### config.mk
export PLATFORM = sky130hd
export DESIGN_NAME = vrow_scan_flat
export DESIGN_NICKNAME = d
export VERILOG_FILES = /design/src/rtl/vga_crt_pkg.sv /design/src/rtl/vrow_scan_if.sv /design/src/rtl/vrow_blink_cntr.sv /design/src/rtl/vrow_scan.sv /design/src/flat_wrapper.sv
export SDC_FILE = /design/constraint.sdc
export NUM_CORES = 1
export LEC_CHECK = 0
export ABC_CLOCK_PERIOD_IN_PS = 2000
export BUFFER_PORTS_ARGS = -buffer_cell sky130_fd_sc_hd__buf_2
export CORE_MARGIN = 8
export CORE_UTILIZATION = 45
export DETAILED_ROUTE_END_ITERATION = 7
export PLACE_DENSITY = 0.89
export SLEW_MARGIN = 20
export SYNTH_ARGS = -nofsm -noshare
export SYNTH_HDL_FRONTEND = slang
export SYNTH_HIERARCHICAL = 1
export SYNTH_SLANG_ARGS = --single-unit
### constraint.sdc
create_clock -name t_crt_clk -period 2 [get_ports t_crt_clk]
set_clock_uncertainty 0.05 [all_clocks]
set_input_delay 0 -clock t_crt_clk [delete_from_list [all_inputs] [get_ports t_crt_clk]]
set_output_delay 0 -clock t_crt_clk [all_outputs]
set_load 0.01 [all_outputs]
### src/rtl/vga_crt_pkg.sv
// Shared CRT constants: row/blink counter widths and register bit positions.
// Latency: n/a (constants only).
// Backpressure: n/a.
package vga_crt_pkg;
    localparam int ROW_W    = 5;
    localparam int BLINK_W  = 5;
    localparam int CR09_DBL = 7;
    localparam int CR0A_OFF = 5;
    // reg_cr09 carries only CR09[7] and CR09[4:0], so CR09[7] lands at input bit 5
    localparam int CR09_DBL_IN = CR09_DBL - 2;
endpackage

### src/rtl/vrow_scan_if.sv
// Strobe, register and qualifier bundle between the vertical CRT controller and vrow_scan.
// Latency: n/a (wiring only).
// Backpressure: none; all signals are strobes or levels.
interface vrow_scan_if;
    import vga_crt_pkg::*;
    logic               txt_crt_line_end_pulse;
    logic               c_pre_vde;
    logic               c_split_screen_pulse;
    logic               c_vde;
    logic [4:0]         reg_cr08;
    logic [5:0]         reg_cr09;
    logic [5:0]         reg_cr0a;
    logic [4:0]         reg_cr0b;
    logic [4:0]         reg_cr14;
    logic [ROW_W-1:0]   row_scan;
    logic               row_end_pulse;
    logic               dbl_phase;
    logic               cursor_row_en;
    logic               underline_row;
    logic               cursor_blink;
    logic               char_blink;

    modport master (
        output txt_crt_line_end_pulse, c_pre_vde, c_split_screen_pulse, c_vde,
        output reg_cr08, reg_cr09, reg_cr0a, reg_cr0b, reg_cr14,
        input  row_scan, row_end_pulse, dbl_phase, cursor_row_en, underline_row,
        input  cursor_blink, char_blink
    );

    modport slave (
        input  txt_crt_line_end_pulse, c_pre_vde, c_split_screen_pulse, c_vde,
        input  reg_cr08, reg_cr09, reg_cr0a, reg_cr0b, reg_cr14,
        output row_scan, row_end_pulse, dbl_phase, cursor_row_en, underline_row,
        output cursor_blink, char_blink
    );
endinterface

### src/rtl/vrow_blink_cntr.sv
// Frame blink counter: advances once per frame start; cursor phase = bit 3, char phase = bit 4.
// Latency: outputs change the cycle after inc.
// Backpressure: none.
module vrow_blink_cntr
    import vga_crt_pkg::*;
(
    input  logic t_crt_clk,
    input  logic h_reset_n,
    input  logic inc,
    output logic cursor_blink,
    output logic char_blink
);
    logic [BLINK_W-1:0] cnt;

    always_ff @(posedge t_crt_clk or negedge h_reset_n) begin
        if (!h_reset_n) begin
            cnt <= '0;
        end else if (inc) begin
            cnt <= cnt + {{(BLINK_W-1){1'b0}}, 1'b1};
        end
    end

    assign cursor_blink = cnt[3];
    assign char_blink   = cnt[4];
endmodule

### src/rtl/vrow_scan.sv
// Character-row scan counter with cursor/underline qualifiers; blink counter under VROW_BLINK_EN.
// Latency: row_scan/dbl_phase/row_end_pulse 1 cycle after strobe, qualifiers 2 cycles.
// Backpressure: none; strobes are consumed every cycle.
module vrow_scan
    import vga_crt_pkg::*;
(
    input  logic        t_crt_clk,
    input  logic        h_reset_n,
    vrow_scan_if.slave  bus
);
    logic [ROW_W-1:0] row_scan;
    logic             dbl_phase;
    logic             row_end_pulse;
    logic             cursor_row_en;
    logic             underline_row;
    logic             dbl_en;
    logic [ROW_W-1:0] max_scan;

    assign dbl_en   = bus.reg_cr09[CR09_DBL_IN];
    assign max_scan = bus.reg_cr09[ROW_W-1:0];

    // Frame start beats split screen, which beats the line advance
    always_ff @(posedge t_crt_clk or negedge h_reset_n) begin
        if (!h_reset_n) begin
            row_scan      <= '0;
            dbl_phase     <= 1'b0;
            row_end_pulse <= 1'b0;
        end else if (bus.c_pre_vde) begin
            row_scan      <= bus.reg_cr08;
            dbl_phase     <= 1'b0;
            row_end_pulse <= 1'b0;
        end else if (bus.c_split_screen_pulse) begin
            row_scan      <= '0;
            dbl_phase     <= 1'b0;
            row_end_pulse <= 1'b0;
        end else if (bus.txt_crt_line_end_pulse && bus.c_vde) begin
            if (dbl_en && !dbl_phase) begin
                dbl_phase     <= 1'b1;
                row_end_pulse <= 1'b0;
            end else begin
                dbl_phase <= 1'b0;
                if (row_scan == max_scan) begin
                    row_scan      <= '0;
                    row_end_pulse <= 1'b1;
                end else begin
                    // Preset above max wraps through 31 -> 0 before matching
                    row_scan      <= row_scan + 5'd1;
                    row_end_pulse <= 1'b0;
                end
            end
        end else begin
            row_end_pulse <= 1'b0;
        end
    end

    always_ff @(posedge t_crt_clk or negedge h_reset_n) begin
        if (!h_reset_n) begin
            cursor_row_en <= 1'b0;
            underline_row <= 1'b0;
        end else begin
            cursor_row_en <= !bus.reg_cr0a[CR0A_OFF]
                             && (bus.reg_cr0a[ROW_W-1:0] <= row_scan)
                             && (row_scan <= bus.reg_cr0b);
            underline_row <= (row_scan == bus.reg_cr14);
        end
    end

    assign bus.row_scan      = row_scan;
    assign bus.dbl_phase     = dbl_phase;
    assign bus.row_end_pulse = row_end_pulse;
    assign bus.cursor_row_en = cursor_row_en;
    assign bus.underline_row = underline_row;

`ifdef VROW_BLINK_EN
    vrow_blink_cntr u_blink (
        .t_crt_clk    (t_crt_clk),
        .h_reset_n    (h_reset_n),
        .inc          (bus.c_pre_vde),
        .cursor_blink (bus.cursor_blink),
        .char_blink   (bus.char_blink)
    );
`else
    assign bus.cursor_blink = 1'b1;
    assign bus.char_blink   = 1'b1;
`endif
endmodule

### src/flat_wrapper.sv
// flat-port wrapper written by rule: the top's interface ports become plain ports
module vrow_scan_flat import vga_crt_pkg::*;
  (t_crt_clk, h_reset_n, bus_txt_crt_line_end_pulse, bus_c_pre_vde, bus_c_split_screen_pulse, bus_c_vde, bus_reg_cr08, bus_reg_cr09, bus_reg_cr0a, bus_reg_cr0b, bus_reg_cr14, bus_row_scan, bus_row_end_pulse, bus_dbl_phase, bus_cursor_row_en, bus_underline_row, bus_cursor_blink, bus_char_blink);
  vrow_scan_if bus_i ();
  input  logic t_crt_clk;
  input  logic h_reset_n;
  input wire logic [$bits(bus_i.txt_crt_line_end_pulse)-1:0] bus_txt_crt_line_end_pulse;
  input wire logic [$bits(bus_i.c_pre_vde)-1:0] bus_c_pre_vde;
  input wire logic [$bits(bus_i.c_split_screen_pulse)-1:0] bus_c_split_screen_pulse;
  input wire logic [$bits(bus_i.c_vde)-1:0] bus_c_vde;
  input wire logic [$bits(bus_i.reg_cr08)-1:0] bus_reg_cr08;
  input wire logic [$bits(bus_i.reg_cr09)-1:0] bus_reg_cr09;
  input wire logic [$bits(bus_i.reg_cr0a)-1:0] bus_reg_cr0a;
  input wire logic [$bits(bus_i.reg_cr0b)-1:0] bus_reg_cr0b;
  input wire logic [$bits(bus_i.reg_cr14)-1:0] bus_reg_cr14;
  output wire logic [$bits(bus_i.row_scan)-1:0] bus_row_scan;
  output wire logic [$bits(bus_i.row_end_pulse)-1:0] bus_row_end_pulse;
  output wire logic [$bits(bus_i.dbl_phase)-1:0] bus_dbl_phase;
  output wire logic [$bits(bus_i.cursor_row_en)-1:0] bus_cursor_row_en;
  output wire logic [$bits(bus_i.underline_row)-1:0] bus_underline_row;
  output wire logic [$bits(bus_i.cursor_blink)-1:0] bus_cursor_blink;
  output wire logic [$bits(bus_i.char_blink)-1:0] bus_char_blink;
  assign bus_i.txt_crt_line_end_pulse = bus_txt_crt_line_end_pulse;
  assign bus_i.c_pre_vde = bus_c_pre_vde;
  assign bus_i.c_split_screen_pulse = bus_c_split_screen_pulse;
  assign bus_i.c_vde = bus_c_vde;
  assign bus_i.reg_cr08 = bus_reg_cr08;
  assign bus_i.reg_cr09 = bus_reg_cr09;
  assign bus_i.reg_cr0a = bus_reg_cr0a;
  assign bus_i.reg_cr0b = bus_reg_cr0b;
  assign bus_i.reg_cr14 = bus_reg_cr14;
  assign bus_row_scan = bus_i.row_scan;
  assign bus_row_end_pulse = bus_i.row_end_pulse;
  assign bus_dbl_phase = bus_i.dbl_phase;
  assign bus_cursor_row_en = bus_i.cursor_row_en;
  assign bus_underline_row = bus_i.underline_row;
  assign bus_cursor_blink = bus_i.cursor_blink;
  assign bus_char_blink = bus_i.char_blink;
  vrow_scan u_core (.t_crt_clk(t_crt_clk), .h_reset_n(h_reset_n), .bus(bus_i));
endmodule
==> results_dict.tcl <==
set metrics [dict create \
    wl_met2_um 1375 \
    grt_pass1_wl_um 4209 \
    gr-total-overflow 0 \
    synth_ff_type "dfrtp_1" \
    h-tree-depth 1 \
    num_io_pins 44 \
    clk_pin_slew_ns 0.07 \
    drive_above_1_share_pct 32.89 \
    finalCritPeriodShare_pct 85.75 \
    antenna_found_initial 0 \
    min_path_type "in -> reg" \
    p_leak_nw 0.6414 \
    postCtsSetupRepairBufs 0 \
    setup_ws_ns 0.2850 \
    dp_slack_ns 0.3447 \
    fp.dieArea_um2 3610 \
    dr.pass1.iters 4 \
    clock_sinks 9 \
    power_density_nw_per_um2 486.5 \
    path_class "reg -> reg" \
    clock_path_buffers 2 \
    drv_slew 0 \
    maxCapViolCount 0 \
    drt_iter0_markers 66 \
    wl_met3_um 272 \
    cts_made_buffers 3 \
    synth.avg_cell_area_um2 8.924 \
    post_drt_wl_per_cell_um 15.15 \
    start_util_pct 45.99 \
    synth_area_um2 874.6 \
    fin_crit_ns 1.715 \
    fmax_mhz 583.1 \
    nNetsFinal 194 \
    grt_pass1_vias 953 \
    wl_um 2681 \
    cts_tree "done" \
    synthArstFlopShare_pct 100.0 \
    wl_met1_um 954 \
    worstPathArrival_ns 1.88 \
    fin_tns_setup_ns 0 \
    ir_drop_uv 314.9 \
    via_per_inst 5.294 \
    ys_ff_latch 9 \
    start_kind "flip-flop" \
    ant_nets 0 \
    critPathCaptureType "flip-flop" \
    core_um2 1902 \
    final_common_cell "buf_2" \
    critPathMaxFanout 8 \
    synth_edf_count 0 \
    hpwlAfterDp_um 2003 \
    insertion_delay_ns 0.27 \
    row_count 16 \
    final_cell_mix "buf_2, inv_1, ha_1" \
    final-hold-violation-count 0 \
    grt_usage_pct 15.47 \
    worstPathRequired_ns 2.16 \
    rsz0062_at_grt "false" \
    drc 0 \
    cts_root_buf "clkbuf_4" \
    vias 937 \
    die-width_um 60.09 \
    grt_max_degree 12 \
    port_buffers 41 \
    ys_warn_count 6 \
    synthCells 98 \
    ys_seq_area_share_pct 25.75 \
    synth_cell_types 35 \
    areaGrowthSynthToFinish_pct 38.48 \
    die_y_um 60.09 \
    setup_viol 0 \
    place_congestion 0.8133 \
    highest_layer "met4" \
    status "finished clean" \
]
## state kept, by name, indices dropped and copies added (netlist names)
signal                    count
u_core/bus.underline_row      1
u_core/bus.row_scan           5
u_core/bus.dbl_phase          1
u_core/bus.cursor_row_en      1
u_core/bus.row_end_pulse      1
## worst paths after layout
kind / from / endpoint / slack (ns) / cells past startpoint
max in group asynchronous: h_reset_n / u_core/bus.dbl_phase$_DFFE_PN0P_ / 1.64 / 2
setup reg to reg: u_core/bus.row_scan[2]$_DFFE_PN0P_ / u_core/bus.cursor_row_en$_DFF_PN0_ / 0.29 / 6
setup / recovery: u_core/bus.row_scan[2]$_DFFE_PN0P_ / u_core/bus.cursor_row_en$_DFF_PN0_ / 0.29 / 6
min in group asynchronous: h_reset_n / u_core/bus.row_scan[2]$_DFFE_PN0P_ / 0.06 / 2
hold / removal: bus_reg_cr14[1] / u_core/bus.underline_row$_DFF_PN0_ / 0.01 / 3
hold reg to reg: u_core/bus.dbl_phase$_DFFE_PN0P_ / u_core/bus.dbl_phase$_DFFE_PN0P_ / 0.62 / 2
## report_power, final
group	total, W	leakage (nW)	internal (W)	switching (W)
Combinational	0.000218	0.508	0.000110	0.000108
Clock	0.000151	0.0150	0.0000772	0.0000742
Sequential	0.000220	0.118	0.000194	0.0000254
## synth_stat cells (2+ instances only)
cell     number  area share [%]
a21o_1        2             1.7
o21ai_0       2             1.1
nand3_1       3             1.7
buf_4         2             1.7
inv_1        13             5.6
nor3_1        3             1.7
a21oi_1       3             1.7
nand2_1       8             3.4
nand4_1       2             1.4
o31ai_1       2             1.7
dfrtp_1       9              26
xor2_1        2             2.0
nor2_1        5             2.1
ha_1         11              16
a32oi_1       2             2.0
xnor2_1      10              10
## through the flow
| stage | cells | total power, W | area [um^2] | util, % | hold slack (ns) |
|---|---|---|---|---|---|
| CTS | 176 | 0.0005929 | 1209 | 63.55 | 0.004609 |
| floorplan | 99 | 0.0003478 | 878.3 | - | -0.3456 |
| detailed placement | 162 | 0.0004201 | 1082 | 56.91 | -0.1733 |
| global route | 176 | 0.0006319 | 1209 | 63.55 | 0.002260 |
| global placement | 162 | 0.0004093 | 1082 | 56.91 | -0.1861 |
| finish | 177 | 0.0005892 | 1211 | 63.68 | 0.01357 |
## cell type report
cell class | count | area (um^2)
antenna | 1 | 2.502
inverter | 14 | 52.55
timing repair buffer | 51 | 305.3
sequential | 9 | 225.2
multi-input combinational | 71 | 565.5
tap | 27 | 33.78
clock buffer | 4 | 26.28
fill | 162 | 690.7
## critical path: stages, from the launching register on
cell,delay (ns)
dfrtp_1,0.51
inv_1,0.08
ha_1,0.30
a21oi_1,0.14
o21ai_0,0.10
o32ai_1,0.29
o211a_1,0.19
## logic make-up (layout without fill, tap and decap cells)
| family | count (synthesis) | count (layout) | synth area share (%) |
|---|---|---|---|
| flip-flops | 9 | 9 | 25.75 |
| AND/OR/NAND/NOR | 26 | 26 | 17.02 |
| other | 1 | 3 | 0.4288 |
| buffers and inverters | 19 | 69 | 10.01 |
| AO/OA/AOI/OAI | 19 | 19 | 17.88 |
| XOR/XNOR | 12 | 12 | 12.02 |
| multiplexers | 1 | 1 | 1.145 |
| adder cells (fa/ha/maj) | 11 | 11 | 15.74 |
## per-layer routing
metal / global-route usage [%] / vias to the layer above
met4: 8.503 / 0
met1: 15.56 / 435
met2: 28.15 / 52
li1: - / 440
met3: 3.871 / 10
met5: 0 / -
## what timing repair did
action / in CTS / in global routing
resized for setup: 0 / 0
hold buffers: 10 / 0
hold endpoints to repair: 17 / 0
setup endpoints to repair: 0 / 0
Note: power is estimated with default switching activity, not from simulation.
